==> src/rtl/change_dispenser_pkg.sv <==
// change_pkg: shared widths, coin denominations and FSM state type for the change dispenser.
package change_pkg;
    localparam int CHANGE_W = 16;
    localparam int NUM_DENOMS = 6;
    localparam int CNT_W = 8;
    localparam int INIT_COUNT = 10;
    localparam logic [7:0] DENOM_VAL [NUM_DENOMS] = '{8'd50, 8'd20, 8'd10, 8'd5, 8'd2, 8'd1};

    typedef enum logic [1:0] {IDLE, SELECT, ISSUE, DONE} chg_state_t;

    // dec is only ever set for a counter that is already nonzero, so the sum never goes negative
    function automatic logic [CNT_W-1:0] inv_next(logic [CNT_W-1:0] inv, logic dec, logic [CNT_W-1:0] add);
        logic [CNT_W:0] s;
        s = {1'b0, inv} - (CNT_W+1)'(dec) + {1'b0, add};
        return s[CNT_W] ? '1 : s[CNT_W-1:0];
    endfunction
endpackage

==> src/rtl/change_dispenser_if.sv <==
// change_dispenser_if: request, coin handshake, refill and completion signals of the dispenser.
interface change_dispenser_if;
    import change_pkg::*;
    logic change_valid;
    logic [CHANGE_W-1:0] change_amount;
    logic busy;
    logic drop_err;
    logic coin_valid;
    logic [2:0] coin_idx;
    logic [7:0] coin_value;
    logic coin_ready;
    logic refill_valid;
    logic [2:0] refill_idx;
    logic [CNT_W-1:0] refill_count;
    logic change_done;
    logic [CHANGE_W-1:0] shortfall;

    modport slave (
        input  change_valid, change_amount, coin_ready, refill_valid, refill_idx, refill_count,
        output busy, drop_err, coin_valid, coin_idx, coin_value, change_done, shortfall
    );
    modport master (
        output change_valid, change_amount, coin_ready, refill_valid, refill_idx, refill_count,
        input  busy, drop_err, coin_valid, coin_idx, coin_value, change_done, shortfall
    );
endinterface

==> src/rtl/change_dispenser_denom_sel.sv <==
// change_denom_sel: picks the largest denomination (lowest index) that fits and is in stock.
module change_denom_sel
    import change_pkg::*;
(
    input  logic [CHANGE_W-1:0]   remaining_i,
    input  logic [NUM_DENOMS-1:0] avail_i,
    output logic                  found_o,
    output logic [2:0]            idx_o
);
    always_comb begin
        found_o = 1'b0;
        idx_o = '0;
        for (int i = NUM_DENOMS - 1; i >= 0; i--) begin
            if (avail_i[i] && CHANGE_W'(DENOM_VAL[i]) <= remaining_i) begin
                found_o = 1'b1;
                idx_o = 3'(i);
            end
        end
    end
endmodule

==> src/rtl/change_dispenser.sv <==
// change_dispenser: pays a change amount out as greedy coins, bounded by a per-denomination inventory.
module change_dispenser
    import change_pkg::*;
(
    input  logic clk,
    input  logic rst,
    change_dispenser_if.slave bus
);
    chg_state_t state_q, state_d;
    logic [CHANGE_W-1:0] rem_q, rem_d, short_q, short_d;
    logic [2:0] sel_q, sel_d, pick_idx;
    logic pick_found, drop_q, hs;
    logic [CNT_W-1:0] inv_q [NUM_DENOMS];
    logic [CNT_W-1:0] inv_d [NUM_DENOMS];
    logic [NUM_DENOMS-1:0] avail;

    change_denom_sel u_sel (
        .remaining_i(rem_q),
        .avail_i(avail),
        .found_o(pick_found),
        .idx_o(pick_idx)
    );

    assign hs = state_q == ISSUE && bus.coin_ready;
    assign bus.busy = state_q != IDLE;
    assign bus.coin_valid = state_q == ISSUE;
    assign bus.coin_idx = bus.coin_valid ? sel_q : '0;
    assign bus.coin_value = bus.coin_valid ? DENOM_VAL[sel_q] : '0;
    assign bus.change_done = state_q == DONE;
    assign bus.shortfall = short_q;
    assign bus.drop_err = drop_q;

    // availability comes from the registered counters, so a refill landing in SELECT counts next time
    always_comb begin
        for (int i = 0; i < NUM_DENOMS; i++) begin
            avail[i] = inv_q[i] != '0;
            inv_d[i] = inv_next(inv_q[i], hs && sel_q == 3'(i),
                                bus.refill_valid && bus.refill_idx == 3'(i) ? bus.refill_count : '0);
        end
    end

    always_comb begin
        state_d = state_q;
        rem_d = rem_q;
        sel_d = sel_q;
        short_d = short_q;
        case (state_q)
            IDLE: begin
                state_d = bus.change_valid ? SELECT : IDLE;
                rem_d = bus.change_valid ? bus.change_amount : rem_q;
            end
            SELECT: begin
                state_d = pick_found ? ISSUE : DONE;
                sel_d = pick_found ? pick_idx : sel_q;
                short_d = pick_found ? short_q : rem_q;
            end
            ISSUE: begin
                state_d = bus.coin_ready ? SELECT : ISSUE;
                rem_d = bus.coin_ready ? rem_q - CHANGE_W'(DENOM_VAL[sel_q]) : rem_q;
            end
            DONE: state_d = IDLE;
            default: state_d = IDLE;
        endcase
    end

    always_ff @(posedge clk or posedge rst) begin
        if (rst) begin
            state_q <= IDLE;
            rem_q <= '0;
            short_q <= '0;
            sel_q <= '0;
            drop_q <= 1'b0;
            for (int i = 0; i < NUM_DENOMS; i++) inv_q[i] <= CNT_W'(INIT_COUNT);
        end else begin
            state_q <= state_d;
            rem_q <= rem_d;
            short_q <= short_d;
            sel_q <= sel_d;
            drop_q <= bus.change_valid && state_q != IDLE;
            inv_q <= inv_d;
        end
    end
endmodule
==> src/flat_wrapper.sv <==
// flat-port wrapper written by rule: the top's interface ports become plain ports
module change_dispenser_flat import change_pkg::*;
  (clk, rst, bus_change_valid, bus_change_amount, bus_coin_ready, bus_refill_valid, bus_refill_idx, bus_refill_count, bus_busy, bus_drop_err, bus_coin_valid, bus_coin_idx, bus_coin_value, bus_change_done, bus_shortfall);
  change_dispenser_if bus_i ();
  input  logic clk;
  input  logic rst;
  input wire logic [$bits(bus_i.change_valid)-1:0] bus_change_valid;
  input wire logic [$bits(bus_i.change_amount)-1:0] bus_change_amount;
  input wire logic [$bits(bus_i.coin_ready)-1:0] bus_coin_ready;
  input wire logic [$bits(bus_i.refill_valid)-1:0] bus_refill_valid;
  input wire logic [$bits(bus_i.refill_idx)-1:0] bus_refill_idx;
  input wire logic [$bits(bus_i.refill_count)-1:0] bus_refill_count;
  output wire logic [$bits(bus_i.busy)-1:0] bus_busy;
  output wire logic [$bits(bus_i.drop_err)-1:0] bus_drop_err;
  output wire logic [$bits(bus_i.coin_valid)-1:0] bus_coin_valid;
  output wire logic [$bits(bus_i.coin_idx)-1:0] bus_coin_idx;
  output wire logic [$bits(bus_i.coin_value)-1:0] bus_coin_value;
  output wire logic [$bits(bus_i.change_done)-1:0] bus_change_done;
  output wire logic [$bits(bus_i.shortfall)-1:0] bus_shortfall;
  assign bus_i.change_valid = bus_change_valid;
  assign bus_i.change_amount = bus_change_amount;
  assign bus_i.coin_ready = bus_coin_ready;
  assign bus_i.refill_valid = bus_refill_valid;
  assign bus_i.refill_idx = bus_refill_idx;
  assign bus_i.refill_count = bus_refill_count;
  assign bus_busy = bus_i.busy;
  assign bus_drop_err = bus_i.drop_err;
  assign bus_coin_valid = bus_i.coin_valid;
  assign bus_coin_idx = bus_i.coin_idx;
  assign bus_coin_value = bus_i.coin_value;
  assign bus_change_done = bus_i.change_done;
  assign bus_shortfall = bus_i.shortfall;
  change_dispenser u_core (.clk(clk), .rst(rst), .bus(bus_i));
endmodule
==> config.mk <==
export PLATFORM = sky130hd
export DESIGN_NAME = change_dispenser_flat
export DESIGN_NICKNAME = d
export VERILOG_FILES = /design/src/rtl/change_dispenser_pkg.sv /design/src/rtl/change_dispenser_if.sv /design/src/rtl/change_dispenser_denom_sel.sv /design/src/rtl/change_dispenser.sv /design/src/flat_wrapper.sv
export SDC_FILE = /design/constraint.sdc
export NUM_CORES = 1
export LEC_CHECK = 0
export CAP_MARGIN = 20
export CORE_ASPECT_RATIO = 1.4
export CORE_MARGIN = 2
export CORE_UTILIZATION = 59
export CTS_CLUSTER_DIAMETER = 40
export CTS_CLUSTER_SIZE = 14
export DETAILED_ROUTE_END_ITERATION = 6
export GPL_TIMING_DRIVEN = 0
export PLACE_DENSITY_LB_ADDON = 0.12
export SYNTH_ARGS = -nofsm -noshare
export SYNTH_HDL_FRONTEND = slang
export SYNTH_HIERARCHICAL = 1
export SYNTH_SLANG_ARGS = --single-unit
export TNS_END_PERCENT = 30
==> constraint.sdc <==
create_clock -name clk -period 4.8 [get_ports clk]
set_clock_uncertainty 0.1 [all_clocks]
set_input_delay 0.96 -clock clk [delete_from_list [all_inputs] [get_ports clk]]
set_output_delay 0.96 -clock clk [all_outputs]
set_load 0.03 [all_outputs]
; Word level (Yosys, flattened, before mapping)
; Memories as Yosys holds them, arrays and structs flattened.
; Cells that the tools add are included.
[classes]
bitwise_logic = 2
eq_ne = 15
reduce_logical = 34
mux = 35
add_sub_neg = 13
n_lt_le_gt_ge = 7
[op_table]
columns = cell, count
row1 = 2-to-1 mux 8 bit, 15
row2 = adder 9 x 8 -> 9 bit, 6
row3 = subtractor 8 x 1 -> 9 bit, 6
row4 = nonzero test 8 bit, 6
row5 = 2-to-1 mux 16 bit, 2
row6 = one-hot mux 16 bit (2 select lines), 1
row7 = 2-to-1 mux 3 bit, 7
row8 = logical AND 1 bit, 20
row9 = less-or-equal comparator 1 x 16 -> 1 bit (first input constant), 1
row10 = less-or-equal comparator 2 x 16 -> 1 bit (first input constant), 1
row11 = less-or-equal comparator 3 x 16 -> 1 bit (first input constant), 1
row12 = less-or-equal comparator 4 x 16 -> 1 bit (first input constant), 1
row13 = less-or-equal comparator 5 x 16 -> 1 bit (first input constant), 1
row14 = less-or-equal comparator 6 x 16 -> 1 bit (first input constant), 1
row15 = subtractor 16 x 8 -> 16 bit, 1
row16 = == test 3 x 2 -> 1 bit (second input constant), 4
row17 = == test 3 bit (second input constant), 4
row18 = 2-to-1 mux 1 bit, 8
row19 = one-hot mux 2 bit (4 select lines), 1
row20 = == test 3 x 1 -> 1 bit (second input constant), 2
row21 = zero test 3 bit, 2
row22 = == test 2 bit (second input constant), 2
row23 = >= comparator 4 bit (second input constant), 1
row24 = inequality test 2 bit (second input constant), 2
row25 = 8 further kinds, 10
[word_totals]
mem_count = 1
inputBits = 32
rom_bits = 64
regBits = 86
[mem_list]
columns = memory, depth, word_bits, read_ports, rd_ports_with_merged_regs, wr, line_no
row1 = (name not given), 8, 8, 1, 0, 0, change_dispenser.sv:59  ; rem_d = bus.coin_ready ? rem_q - CHANGE_W'(DENOM_VAL[sel_q]) : rem_q;

; Logic depth before layout (Yosys ltp)
[logic_depth]
word_depth = 10
depth_mapped = 17
mapped_depth_nobuf = 15

; Hierarchy
; The synthesis kept the hierarchy.
[modules_own_cells]
columns = module, n_inst, area_per_inst_um2, cells_each
row1 = change_dispenser, 1, 6891.6, 817
row2 = change_denom_sel, 1, 227.7, 28

; Worst setup path before layout
; No wires, ideal clock.
[synth_path]
path_type = input-to-reg
from = input port bus_refill_idx[2]
to = register u_core/inv_q[28] (netlist name)
setup_time_ns = 0.150
n_path_buf = 0
cell_stages = 12
t_arrival_ns = 3.822
setup_slack_ns = 0.728
path_cell_list = nand2b_1 -> nor3b_1 -> nand2_1 -> ha_1 -> inv_1 -> ha_1 -> fa_1 -> a211oi_1 -> o21ai_1 -> o31ai_1 -> xor2_1 -> o21ai_0
[synth_rtl]
columns = element, line_no
row1 = from (decl), flat_wrapper.sv:11  ; input wire logic [$bits(bus_i.refill_idx)-1:0] bus_refill_idx;
row2 = to (signal assigned), change_dispenser.sv:80  ; inv_q <= inv_d;
row3 = to (decl), change_dispenser.sv:13  ; logic [CNT_W-1:0] inv_q [NUM_DENOMS];

==> flow_metrics.env <==
export IMPL_timing_worst_setup_path_type="input port to register"
export IMPL_drive_gt1_frac=0.0780
export IMPL_clock_latency_ns=0.34
export IMPL_ys_async_sr_fraction=1.00
export IMPL_clockRootBuffer="clkbuf_16"
export IMPL_dr_pass1_iters=7
export IMPL_yosys_warnings=6
export IMPL_rsz0062_at_grt="yes"
export IMPL_ant_nets=0
export IMPL_syn_cell_area_sq_um=7120
export IMPL_slew_headroom=0.350
export IMPL_fin_hold_ws_ns=0.406
export IMPL_dr_total_vias=6093
export IMPL_cp_buffers_inverters=2
export IMPL_grt_pass1_vias=6198
export IMPL_ys_seq_area_frac=0.304
export IMPL_slew_violations=0
export IMPL_htree_levels=3
export IMPL_worst_pin_slew_ns=0.967
export IMPL_post_cts_setup_buffer_count=0
export IMPL_grt_pass1_wl_microns=28600
export IMPL_ys_flop_type="dfrtp_1"
export IMPL_post_route_period_util=0.982
export IMPL_end_kind="register"
export IMPL_required_ns=4.88
export IMPL_syn_avg_cell_area_sq_um=8.43
export IMPL_portBuffers=60
export IMPL_io_pins=63
export IMPL_worstHoldPathType="register to register"
export IMPL_synth_distinct_cells=61
export IMPL_die_area_sq_um=13000
export IMPL_drv_cap=0
export IMPL_first_iter_violations=268
export IMPL_wire_per_inst_microns=15.9
export IMPL_start_util=0.602
export IMPL_viasPerCell=5.69
export IMPL_finalSetupTns_ns=0
export IMPL_nFillCells=951
export IMPL_crit_path_max_fanout=8
export IMPL_antenna_found_initial=0
export IMPL_syn_inst=845
export IMPL_timing_hold_violations_final=0
export IMPL_hpwl_microns=13300
export IMPL_die_y_microns=134
export IMPL_ys_seq_elements=86
export IMPL_grt_usage=0.270
export IMPL_cts_tree="done"
export IMPL_cp_cell_sequence="clkdlybuf4s50_1, nand2b_1, nor2_1, nand2_1, ha_1, inv_1, ha_1, fa_1, a211oi_1, o21ai_1, o31ai_1, xor2_1, o21ai_0"
export IMPL_synth_edf_count=0
export IMPL_power_density_nw_per_um2=613
export IMPL_p_leak_nw=4.07
export IMPL_antenna_cells=0
export IMPL_outcome="finished clean"
export IMPL_max_stage_delay_ns=0.52
export IMPL_ir_drop_mv=0.428
export IMPL_fp_dieW_microns=96.8
export IMPL_clkTransAtPathRegs_ns=0.06
export IMPL_start_kind="input port"
export IMPL_finalCriticalPeriod_ns=4.71
export IMPL_critPathTopFamily="compound AO/OA/AOI/OAI gates"
export IMPL_crit_arrival_ns=4.80
export IMPL_overflow=0
export IMPL_finalWirelength_microns=17000
export IMPL_grt_max_degree=49
export IMPL_core_area_sq_um=11800
export IMPL_syn_to_final_growth_pct=16.3
export IMPL_max_freq_ghz=0.212
export IMPL_routabilityCongestion=0.883
export IMPL_finalNetCount=1059
export IMPL_final_area_sq_um=8280
export IMPL_crit_path_top_delay_cell="xor2_1"
export IMPL_clockBufferDepth=2
export IMPL_drc=0
export IMPL_cts_sinks=86
export IMPL_finalSetupViolCount=0
export IMPL_rows=47
export IMPL_cts_buffers_inserted=9
export IMPL_placed_area_sq_um=7940
export IMPL_critPathMostFrequentCell="ha_1"
-- logic make-up (layout without fill, tap and decap cells) --
| group | count (synthesis) | count (layout) | share of synthesized area |
|---|---|---|---|
| buffers and inverters | 155 | 232 | 0.0842 |
| xor gates and xnor gates | 33 | 33 | 0.0406 |
| DFF | 86 | 86 | 0.304 |
| and+or+nand+nor | 269 | 269 | 0.183 |
| adders and majority gates | 109 | 109 | 0.199 |
| AOI/OAI and AO/OA | 169 | 169 | 0.152 |
| muxes | 23 | 23 | 0.0357 |
| other | 1 | 2 | 0.000527 |
-- power breakdown --
part           internal [W]  total [W]  leakage (nW)  switching (W)
Sequential          0.00101    0.00126         0.977       0.000250
Clock              0.000455   0.000749         0.152       0.000294
Combinational       0.00125    0.00306          2.94        0.00181
Total               0.00272    0.00508          4.07        0.00235
-- state kept, by name, indices dropped and copies added, names as in the netlist --
register and flops:
u_core/sel_q 3, u_core/state_q 2, u_core/rem_q 16, u_core/bus.shortfall 16, u_core/bus.drop_err 1, u_core/inv_q 48
-- Yosys cell counts, drive strengths merged, types with 6 or more instances --
library cell	count	share of area
inv	139	0.073
nand2	104	0.055
ha	102	0.18
dfrtp	74	0.26
nor2	67	0.035
o21ai	54	0.038
a21oi	32	0.023
a211oi	25	0.026
xor2	24	0.030
nand2b	23	0.021
mux2	19	0.030
nor4	18	0.021
a21o	14	0.015
nor3	14	0.011
dfstp	12	0.044
clkbuf	11	0.0058
o22ai	9	0.0079
xnor2	9	0.011
o31ai	8	0.011
fa	7	0.020
nand3	7	0.0049
o21bai	7	0.0074
and3	6	0.0053
nor2b	6	0.0053
or3	6	0.0060
-- per-layer routing --
layer	global-route usage	share of wire
met5	0	0
met4	0.135	0.046
met3	0.0365	0.038
met2	0.495	0.52
met1	0.308	0.40
-- per-stage QoR --
stage / power (W) / worst slack [ns] / utilization / cells
floorplan: 0.00357 / 0.728 / - / 846
global placement: 0.00415 / -0.400 / 0.669 / 1053
detailed placement: 0.00428 / -0.467 / 0.672 / 1054
CTS: 0.00504 / -0.105 / 0.698 / 1070
global route: 0.00557 / -0.197 / 0.700 / 1070
finish: 0.00508 / 0.0878 / 0.700 / 1070
-- final timing paths --
path | depth (start not counted) | slack [ns] | endpoint | start
worst min register to register | 1 | 0.41 | u_core/bus.shortfall[7] | u_core/bus.shortfall[7]
worst max-delay path | 13 | 0.09 | u_core/inv_q[4] | bus_refill_idx[1]
min in group asynchronous | 2 | 0.91 | u_core/bus.shortfall[0] | rst
max in group asynchronous | 3 | 3.02 | u_core/inv_q[3] | rst
worst max register to register | 17 | 0.47 | u_core/inv_q[4] | u_core/state_q[0]
worst min-delay path | 1 | 0.41 | u_core/bus.shortfall[7] | u_core/bus.shortfall[7]
-- area by class of cell --
cell class / count / area (sq um) / share of cell area
multi-input combinational: 605 / 4380 / 0.529
buffer: 16 / 77.6 / 0.00937
tap: 147 / 184 / 0.0222
sequential: 86 / 2170 / 0.262
timing repair buffer: 61 / 628 / 0.0759
inverter: 139 / 524 / 0.0633
clock inverter: 6 / 86.3 / 0.0104
clock buffer: 10 / 229 / 0.0277
-- layout by cell type, fill, tap and decap left out, drive strengths merged, types with 7 or more instances in the layout --
cell / count
a211oi: 25
a21o: 14
a21oi: 32
clkbuf: 21
clkdlybuf4s50: 60
dfrtp: 74
dfstp: 12
fa: 7
ha: 102
inv: 139
mux2: 19
nand2: 104
nand2b: 23
nand3: 7
nor2: 67
nor3: 14
nor4: 18
o21ai: 54
o21bai: 7
o22ai: 9
o31ai: 8
xnor2: 9
xor2: 24
-- repair_timing --
item	CTS	global route
endpoints found under the hold margin	0	0
hold buffers	0	0
resized for setup	0	4
cloned	0	0
endpoints found under the setup margin	6	33
Note: power is estimated with default switching activity, not from simulation.
